==> config.mk <==
export PLATFORM = sky130hd
export DESIGN_NAME = nes_controller_reader
export DESIGN_NICKNAME = d
export VERILOG_FILES = /design/src/rtl/nes_pkg.sv /design/src/rtl/nes_controller_reader_sync_2ff.sv /design/src/rtl/nes_controller_reader.sv
export SDC_FILE = /design/constraint.sdc
export NUM_CORES = 1
export LEC_CHECK = 0
export CAP_MARGIN = 20
export CORE_MARGIN = 3
export CORE_UTILIZATION = 50
export CTS_BUF_LIST = sky130_fd_sc_hd__clkbuf_4 sky130_fd_sc_hd__clkbuf_8
export CTS_CLUSTER_DIAMETER = 120
export DETAILED_ROUTE_END_ITERATION = 12
export MAX_ROUTING_LAYER = met4
export PLACE_DENSITY = 0.8
export SLEW_MARGIN = 20
export SYNTH_ARGS = -nofsm -noshare
export SYNTH_HDL_FRONTEND = slang
export SYNTH_HIERARCHICAL = 1
export SYNTH_SLANG_ARGS = --single-unit
==> constraint.sdc <==
create_clock -name clk_i -period 1.63 [get_ports clk_i]
set_input_delay 0.4075 -clock clk_i [delete_from_list [all_inputs] [get_ports clk_i]]
set_output_delay 0.4075 -clock clk_i [all_outputs]
set_load 0.02 [all_outputs]
==> src/rtl/nes_pkg.sv <==
// Shared definitions for the NES controller interface.
//   - Button bit positions within the parallel button byte
//     {a,b,select,start,up,down,left,right}.
//   - Number of serial bits per poll.
//   - State encoding of the console-side poll engine.
package nes_pkg;

    localparam int NES_NUM_BITS   = 8;

    localparam int NES_BTN_A      = 7;
    localparam int NES_BTN_B      = 6;
    localparam int NES_BTN_SELECT = 5;
    localparam int NES_BTN_START  = 4;
    localparam int NES_BTN_UP     = 3;
    localparam int NES_BTN_DOWN   = 2;
    localparam int NES_BTN_LEFT   = 1;
    localparam int NES_BTN_RIGHT  = 0;

    typedef enum logic [2:0] {
        IDLE     = 3'd0,
        LATCH_LO = 3'd1,
        LATCH_HI = 3'd2,
        SETTLE   = 3'd3,
        SHIFT_HI = 3'd4,
        SHIFT_LO = 3'd5,
        DONE     = 3'd6
    } nes_state_e;

endpackage

==> src/rtl/nes_controller_reader_sync_2ff.sv <==
// Two-flop synchroniser for a single asynchronous pad input.
// Ports:
//   clk_i  - destination clock
//   rst_i  - asynchronous, active-high reset; both flops load RESET_VAL
//   d_i    - asynchronous input
//   q_o    - synchronised output (two clk_i edges of latency)
module sync_2ff #(
    parameter logic RESET_VAL = 1'b0
) (
    input  logic clk_i,
    input  logic rst_i,
    input  logic d_i,
    output logic q_o
);

    logic meta_q;
    logic sync_q;

    always_ff @(posedge clk_i or posedge rst_i) begin
        if (rst_i) begin
            meta_q <= RESET_VAL;
            sync_q <= RESET_VAL;
        end else begin
            meta_q <= d_i;
            sync_q <= meta_q;
        end
    end

    assign q_o = sync_q;

endmodule

==> src/rtl/nes_controller_reader.sv <==
// Console-side NES controller poll engine.
// Drives the controller latch and clock lines, deserialises the active-low
// serial data and presents an active-high button byte with a one-cycle
// valid strobe.
// Ports:
//   clk_i      - system clock
//   rst_i      - asynchronous, active-high reset
//   start_i    - poll request, only looked at while idle
//   serial_ni  - controller serial data (active-low, asynchronous)
//   latch_o    - controller latch (active-high)
//   nes_clk_o  - controller clock, idle low, data shifts on rising edge
//   buttons_o  - {a,b,select,start,up,down,left,right}, active-high
//   valid_o    - one-cycle strobe, buttons_o updated in the same cycle
//   busy_o     - high from the accepting edge through the valid_o cycle
// Handshake: start_i is a level request; it is accepted on any edge where the
// engine is idle and ignored otherwise (no queuing). valid_o is a pure strobe
// with no back-pressure.
module nes_controller_reader
    import nes_pkg::*;
#(
    parameter int CLK_DIV = 4
) (
    input  logic       clk_i,
    input  logic       rst_i,
    input  logic       start_i,
    input  logic       serial_ni,
    output logic       latch_o,
    output logic       nes_clk_o,
    output logic [7:0] buttons_o,
    output logic       valid_o,
    output logic       busy_o
);

    localparam int PW = $clog2(CLK_DIV);

    nes_state_e              state_q;
    logic [PW-1:0]           phase_q;
    logic [2:0]              bit_q;
    logic [NES_NUM_BITS-1:0] shift_q;
    logic                    latch_q;
    logic                    nes_clk_q;
    logic [7:0]              buttons_q;
    logic                    valid_q;
    logic                    busy_q;

    logic serial_s;
    logic phase_last;

    // Line idles high (no controller / no buttons), so the flops reset to 1.
    sync_2ff #(.RESET_VAL(1'b1)) u_sync (
        .clk_i (clk_i),
        .rst_i (rst_i),
        .d_i   (serial_ni),
        .q_o   (serial_s)
    );

    assign phase_last = (phase_q == PW'(CLK_DIV - 1));

    always_ff @(posedge clk_i or posedge rst_i) begin
        if (rst_i) begin
            state_q   <= IDLE;
            phase_q   <= '0;
            bit_q     <= '0;
            shift_q   <= '0;
            latch_q   <= 1'b0;
            nes_clk_q <= 1'b0;
            buttons_q <= 8'h00;
            valid_q   <= 1'b0;
            busy_q    <= 1'b0;
        end else begin
            valid_q <= 1'b0;

            // Phase counter runs in every timed state and wraps at each
            // phase boundary, so every timed state lasts exactly CLK_DIV.
            if (state_q != IDLE && state_q != DONE) begin
                phase_q <= phase_last ? '0 : phase_q + 1'b1;
            end else begin
                phase_q <= '0;
            end

            case (state_q)
                IDLE: begin
                    if (start_i) begin
                        state_q <= LATCH_LO;
                        latch_q <= 1'b1;
                        busy_q  <= 1'b1;
                        bit_q   <= '0;
                    end
                end
                LATCH_LO: begin
                    if (phase_last) begin
                        state_q   <= LATCH_HI;
                        nes_clk_q <= 1'b1;
                    end
                end
                LATCH_HI: begin
                    if (phase_last) begin
                        state_q   <= SETTLE;
                        latch_q   <= 1'b0;
                        nes_clk_q <= 1'b0;
                    end
                end
                SETTLE: begin
                    // First sample (A) ends up in shift_q[7] after 8 shifts.
                    if (phase_last) begin
                        shift_q   <= {shift_q[NES_NUM_BITS-2:0], serial_s};
                        state_q   <= SHIFT_HI;
                        nes_clk_q <= 1'b1;
                    end
                end
                SHIFT_HI: begin
                    if (phase_last) begin
                        shift_q   <= {shift_q[NES_NUM_BITS-2:0], serial_s};
                        state_q   <= SHIFT_LO;
                        nes_clk_q <= 1'b0;
                    end
                end
                SHIFT_LO: begin
                    if (phase_last) begin
                        if (bit_q == 3'd6) begin
                            state_q   <= DONE;
                            buttons_q <= ~shift_q;
                            valid_q   <= 1'b1;
                        end else begin
                            bit_q     <= bit_q + 3'd1;
                            state_q   <= SHIFT_HI;
                            nes_clk_q <= 1'b1;
                        end
                    end
                end
                DONE: begin
                    state_q <= IDLE;
                    busy_q  <= 1'b0;
                end
                default: begin
                    state_q   <= IDLE;
                    latch_q   <= 1'b0;
                    nes_clk_q <= 1'b0;
                    busy_q    <= 1'b0;
                end
            endcase
        end
    end

    assign latch_o   = latch_q;
    assign nes_clk_o = nes_clk_q;
    assign buttons_o = buttons_q;
    assign valid_o   = valid_q;
    assign busy_o    = busy_q;

endmodule

==> results.ini, run 1 <==
[detailed_routing]
drt_iter0_drc = 33
vias = 952
drc = 0
vias_per_cell = 5.47
firstDrtPassIters = 4
drt_wl_total_mm = 2.49
routedWlPerCell_um = 14.3
drtAntennaViolNets = 0

[timing]
slew_violations = 0
relSlewSlack_pct = 77.1
layout_min_cycle_time_ps = 1580
finalClockSkew_ps = 14.8
fin_crit_sh_pct = 96.8
fin_ws_ps = 51.8
tightest_slew_ps = 343
fmax_mhz = 634
setup_viol = 0
hold_viol = 0

[clocking]
clk_latency_ps = 320
numCtsBuffers = 5
cts.path.max_buffers = 2
root_buffer = clkbuf_4
clk_pin_slew_ps = 100
postCtsHoldBufs = 0
cts_max_level = 2
clock-sinks = 30
cts_tree = done

[run]
timing.max_cap.violations = 0

[global_routing]
gr-total-overflow = 0
track_usage_pct = 16.7
antenna_found_initial = 0
grt_pass1_vias = 941
grt_pass1_wl_mm = 4.11
grt_max_degree = 29

[finish]
diodes = 0
final_cell_mix = dfrtp_1, o21ai_0, buf_4
final_cells = 174
nNetsFinal = 150
drive_gt1_share_pct = 26.4
final_common_cell = dfrtp_1
area_growth_pct = 22.6

[synthesis]
syn_inst = 116
yosysUniqueCellTypes = 33
yosys_warnings = 6
syn_area_per_cell_um2 = 11.5
synthesis.area_mm2 = 0.00134
syn-num-nets = 123
yosysSeqAreaShare_pct = 56.3
synth-seq-cells = 30

[outcome]
outcome = complete, no violations

[worst_setup_path]
slowest_delay_ps = 400
critPathCaptureType = flop
cp_num_buf_inv = 1
required_ps = 1820
worstSetupPathType = flop to flop
critPathLaunchType = flop
crit_chain = ha_4 -> nand2b_4 -> o31ai_4 -> buf_4 -> mux2_2
critPathSlowestCell = dfrtp_1
arrival_ps = 1770
cp_top_family = flip-flops
crit_fanout = 7

[floorplan]
core_area_mm2 = 0.00250
dieArea_mm2 = 0.00333
fp.dieH_um = 57.7
io_pins = 16
start_util_pct = 53.5
row_count = 18
die_w_um = 57.7

[placement]
post-place-ws_ps = -104
io_buffers = 15
post-dp-hpwl_mm = 1.75
place_congestion = 0.762
dp.cells = 162

[power_and_ir_drop]
p_leak_nw = 0.783
power_density_mw_per_mm2 = 1430
vdd.ir_drop.worst_v = 0.000950

[hold_path]
hold_class = flop to flop

-- synthesized netlist by cell type (all sizes together) --
master	number	area, µm²
a21boi	1	7.51
xor2	2	17.5
nand2b	1	13.8
nor2	2	7.51
or4b	1	10.0
inv	7	26.3
mux2i	2	20.0
ha	3	37.5
dfstp	2	52.6
o2bb2ai	1	8.76
nand4b	2	17.5
nor2b	2	12.5
a21oi	4	20.0
o211ai	1	7.51
nand2	6	22.5
nor3b	2	15.0
o211a	1	10.0
buf	5	33.8
dfrtp	28	701
nor3	2	10.0
a211oi	1	7.51
or2	1	6.26
or3	1	6.26
o21ai	22	110
o22ai	1	6.26
clkbuf	3	11.3
or3b	1	8.76
o31ai	2	28.8
mux2	9	101
-- kinds of logic after synthesis --
kind of cell             Yosys count  synth area share [%]
AO/OA/AOI/OAI                     34                  15.4
XOR/XNOR                           2                  1.31
adder cells (fa/ha/maj)            3                  2.81
buffers and inverters             15                  5.33
flip-flops                        30                  56.3
multiplexers                      11                  9.07
AND/OR/NAND/NOR                   21                  9.73
-- final cells by class --
class	count	area, µm²
clock buffers	6	51.3
clock inverters	2	12.5
fillers	193	860
inverters	7	26.3
multi-input cells	71	526
flip-flops and latches	30	754
well taps	30	37.5
repair buffers	28	233
-- per-layer routing --
layer,part of all wire (%),global-route usage (%),vias up
met5,0,-,-
met4,1.0,5.96,0
met3,3.9,4.68,4
met2,54,26.8,16
met1,41,20.2,472
li1,-,-,460
-- power by group --
part / internal, mW / switching, mW / total (mW)
Sequential: 0.912 / 0.174 / 1.09
Clock: 0.207 / 0.248 / 0.455
Combinational: 0.419 / 0.387 / 0.806
Total: 1.54 / 0.808 / 2.35
-- registers in the layout, indices dropped and copies added, names as in the netlist --
name	cells
bit_q	3
busy_o	1
buttons_o	8
latch_o	1
nes_clk_o	1
phase_q	2
shift_q	8
state_q	3
u_sync/meta_q	1
u_sync/q_o	1
valid_o	1
-- final timing paths --
| kind | from | endpoint | slack, ps | cells after the start |
|---|---|---|---|---|
| worst min register to register | u_sync/meta_q | u_sync/q_o | 350 | 0 |
| max in group asynchronous | rst_i | state_q[2] | 870 | 3 |
| worst min-delay path | u_sync/meta_q | u_sync/q_o | 350 | 0 |
| worst max-delay path | phase_q[0] | shift_q[0] | 50 | 5 |
| min in group asynchronous | rst_i | u_sync/q_o | 440 | 2 |
| worst max register to register | phase_q[0] | shift_q[0] | 50 | 5 |
-- metrics by stage --
stage | area, µm² | util, % | TNS [ps] | power, mW | hold slack [ps]
after floorplan | 1340 | - | 0 | 1.61 | 319
after global placement | 1550 | 61.9 | -313 | 1.79 | 349
after detailed placement | 1550 | 61.9 | -752 | 1.84 | 354
after CTS | 1610 | 64.6 | 0 | 2.30 | 352
after global routing | 1640 | 65.6 | -8.84 | 2.51 | 351
final | 1640 | 65.6 | 0 | 2.35 | 349
-- worst reg2reg max path: cells and delay by family (launching register included) --
kind / cells / cell delay, ps
compound gates: 1 / 260
simple gates: 1 / 80
mux: 1 / 330
flops: 1 / 400
fa+ha+maj: 1 / 200
buf+inv: 1 / 180
-- timing repair --
| action | 4_1_cts | 5_1_grt |
|---|---|---|
| pin swaps | 1 | 0 |
| buffers inserted | 2 | 2 |
| endpoints found under the setup margin | 28 | 16 |
| hold endpoints to repair | 0 | 0 |
| gates resized for setup | 13 | 3 |
(Power assumes the default switching activity.)
==> run 2: changes to the inputs <==
CORE_UTILIZATION = 57   (was 50)
PLACE_DENSITY = 0.88   (was 0.8)
SLEW_MARGIN = 10   (was 20)
==> run 2 against run 1 <==
Clock-buffer cell count did not move. Highest routed layer unchanged. Fmax rose by 0.47%. Utilization rose by 12 points. Critical endpoint is now shift_q[1]. Non-clock buffer count fell by 2. Worst hold slack improved by 31 ps. Setup slack improved by 7.4 ps. Sequential power barely moved.
==> results.ini, run 2 (synthesis gave the netlist of run 1 again) <==
[power_and_ir_drop]
combPwrFrac_pct = 32.9  ; was 34.3%
power_switching_mw = 0.836  ; was 0.808 mW
power_density_mw_per_mm2 = 1450  ; was 1430 mW/mm²
internal_power_mw = 1.51  ; was 1.54 mW
switching_share_pct = 35.6  ; was 34.5%
p_leak_nw = 0.773  ; was 0.783 nW
vdd.ir_drop.worst_v = 0.00106  ; was 0.000950 V
p_clk_share_pct = 20.3  ; was 19.4%
p_seq_share_pct = 46.7  ; was 46.3%

[detailed_routing]
drtAntennaViolNets = 0  ; unchanged
routedWlPerCell_um = 15.9  ; was 14.3 µm
vias = 982  ; was 952
firstDrtPassIters = 4  ; unchanged
drt_wl_total_mm = 2.68  ; was 2.49 mm
vias_per_cell = 5.81  ; was 5.47
drt_iter0_drc = 11  ; was 33
drc = 0  ; unchanged

[worst_setup_path]
critPathLaunchType = flop  ; unchanged
worstSetupPathType = flop to flop  ; unchanged
critPathSlowestCell = dfrtp_1  ; unchanged
slowest_delay_ps = 400  ; about the same
crit_chain = ha_4 -> nand2b_4 -> o31ai_4 -> buf_4 -> mux2_2  ; unchanged
arrival_ps = 1800  ; was 1770 ps
crit_fanout = 8  ; was 7
critPathCaptureType = flop  ; unchanged
required_ps = 1860  ; was 1820 ps

[timing]
slew_violations = 0  ; unchanged
hold_ws_ps = 380  ; was 349 ps
fin_crit_sh_pct = 96.4  ; was 96.8%
finalClockSkew_ps = 9.27  ; was 14.8 ps
rsz0062_at_grt = false
fmax_mhz = 637  ; was 634 MHz
setup_viol = 0  ; unchanged
hold_viol = 0  ; unchanged
fin_ws_ps = 59.2  ; was 51.8 ps
tightest_slew_ps = 352  ; was 343 ps
layout_min_cycle_time_ps = 1570  ; was 1580 ps
relSlewSlack_pct = 76.5  ; was 77.1%

[clocking]
root_buffer = clkbuf_4  ; unchanged
cts_max_level = 2  ; unchanged
cts_tree = done  ; unchanged
clock-sinks = 30  ; unchanged
clk_latency_ps = 330  ; was 320 ps
numCtsBuffers = 5  ; unchanged
clk_pin_slew_ps = 100  ; about the same
cts.path.max_buffers = 2  ; unchanged

[outcome]
outcome = complete, no violations  ; unchanged

[finish]
final_common_cell = dfrtp_1  ; unchanged
final_cell_mix = dfrtp_1, o21ai_0, dlygate4sd2_1  ; was dfrtp_1, o21ai_0, buf_4
final_cells = 169  ; was 174
drive_gt1_share_pct = 25.4  ; was 26.4%
diodes = 0  ; unchanged
area_growth_pct = 21.2  ; was 22.6%
nNetsFinal = 148  ; was 150
fin_util_pct = 77.9  ; was 65.6%

[floorplan]
dieArea_mm2 = 0.00296  ; was 0.00333 mm²
row_count = 16  ; was 18
start_util_pct = 64.2  ; was 53.5%
die_w_um = 54.4  ; was 57.7 µm
io_pins = 16  ; unchanged
core_area_mm2 = 0.00208  ; was 0.00250 mm²
fp.dieH_um = 54.4  ; was 57.7 µm

[global_routing]
grt_max_degree = 29  ; unchanged
grt_pass1_vias = 1003  ; was 941
track_usage_pct = 22.2  ; was 16.7%
antenna_found_initial = 0  ; unchanged
gr-total-overflow = 0  ; unchanged
grt_pass1_wl_mm = 4.37  ; was 4.11 mm

[hold_path]
hold_class = flop to flop  ; unchanged

[placement]
post-dp-hpwl_mm = 1.81  ; was 1.75 mm
place_congestion = 0.737  ; was 0.762
io_buffers = 15  ; unchanged
dp.cells = 159  ; was 162
post-place-ws_ps = -89.6  ; was -104 ps

[run]
timing.max_cap.violations = 0  ; unchanged

==> run 2: changes by cell type in the layout (fill, tap and decap cells not counted) <==
cell and delta:
buf_4 -2
==> run 2: through the flow <==
step           instance area, µm²  power (mW)  setup TNS, ps
2_1_floorplan                1340        1.61              0
3_3_place_gp                 1540        1.79           -421
3_5_place_dp                 1540        1.85           -772
4_1_cts                      1610        2.32              0
5_1_grt                      1620        2.49              0
6_report                     1620        2.35              0
==> run 2: worst max-delay path, delay by kind of cell, from the launching register on <==
kind	cells	cell delay, ps
AND/OR/NAND/NOR	1	70
adder cells (fa/ha/maj)	1	210
AO/OA/AOI/OAI	1	250
buffers and inverters	1	180
flip-flops	1	400
multiplexers	1	340
==> run 2: path summary, 6_finish.rpt <==
path                               start       endpoint  slack, ps  depth (start not counted)
max                           phase_q[0]     shift_q[1]         60                          5
min                        u_sync/meta_q     u_sync/q_o        380                          0
max reg2reg                   phase_q[0]     shift_q[1]         60                          5
min reg2reg                u_sync/meta_q     u_sync/q_o        380                          0
max in group asynchronous          rst_i     state_q[0]        900                          3
min in group asynchronous          rst_i  u_sync/meta_q        410                          2
==> run 2: power by group through the flow <==
stage | clock (mW) | combinational, mW | sequential (mW)
after floorplan | 0 | 0.554 | 1.06
after global placement | 0 | 0.713 | 1.08
after detailed placement | 0 | 0.755 | 1.09
after CTS | 0.488 | 0.753 | 1.08
after global routing | 0.517 | 0.847 | 1.12
final | 0.477 | 0.773 | 1.10
==> run 2: repair_timing <==
| item | CTS | global route |
|---|---|---|
| gates resized for setup | 13 | 3 |
| pin swaps | 1 | 0 |
| endpoints found under the setup margin | 26 | 13 |
| hold buffers | 0 | 0 |
| setup buffers | 2 | 0 |
==> run 2: area by class of cell <==
cell class                      count  area [µm²]
Clock buffer                        6        51.3
Clock inverter                      2        12.5
Fill cell                         132         460
Inverter                            7        26.3
Multi-Input combinational cell     71         526
Sequential cell                    30         754
Tap cell                           27        33.8
Timing Repair Buffer               26         218
==> run 2: layer usage <==
metal	global-route usage (%)	share of wire, %
met4	12.9	3.2
met3	7.36	3.7
met2	33.7	51
met5	-	0
met1	25.7	42
==> run 3: changes to the inputs <==
TNS_END_PERCENT = 100   (was default)
==> results of run 3 <==
No change in the layout: final DEF, timing and power equal those of run 2.
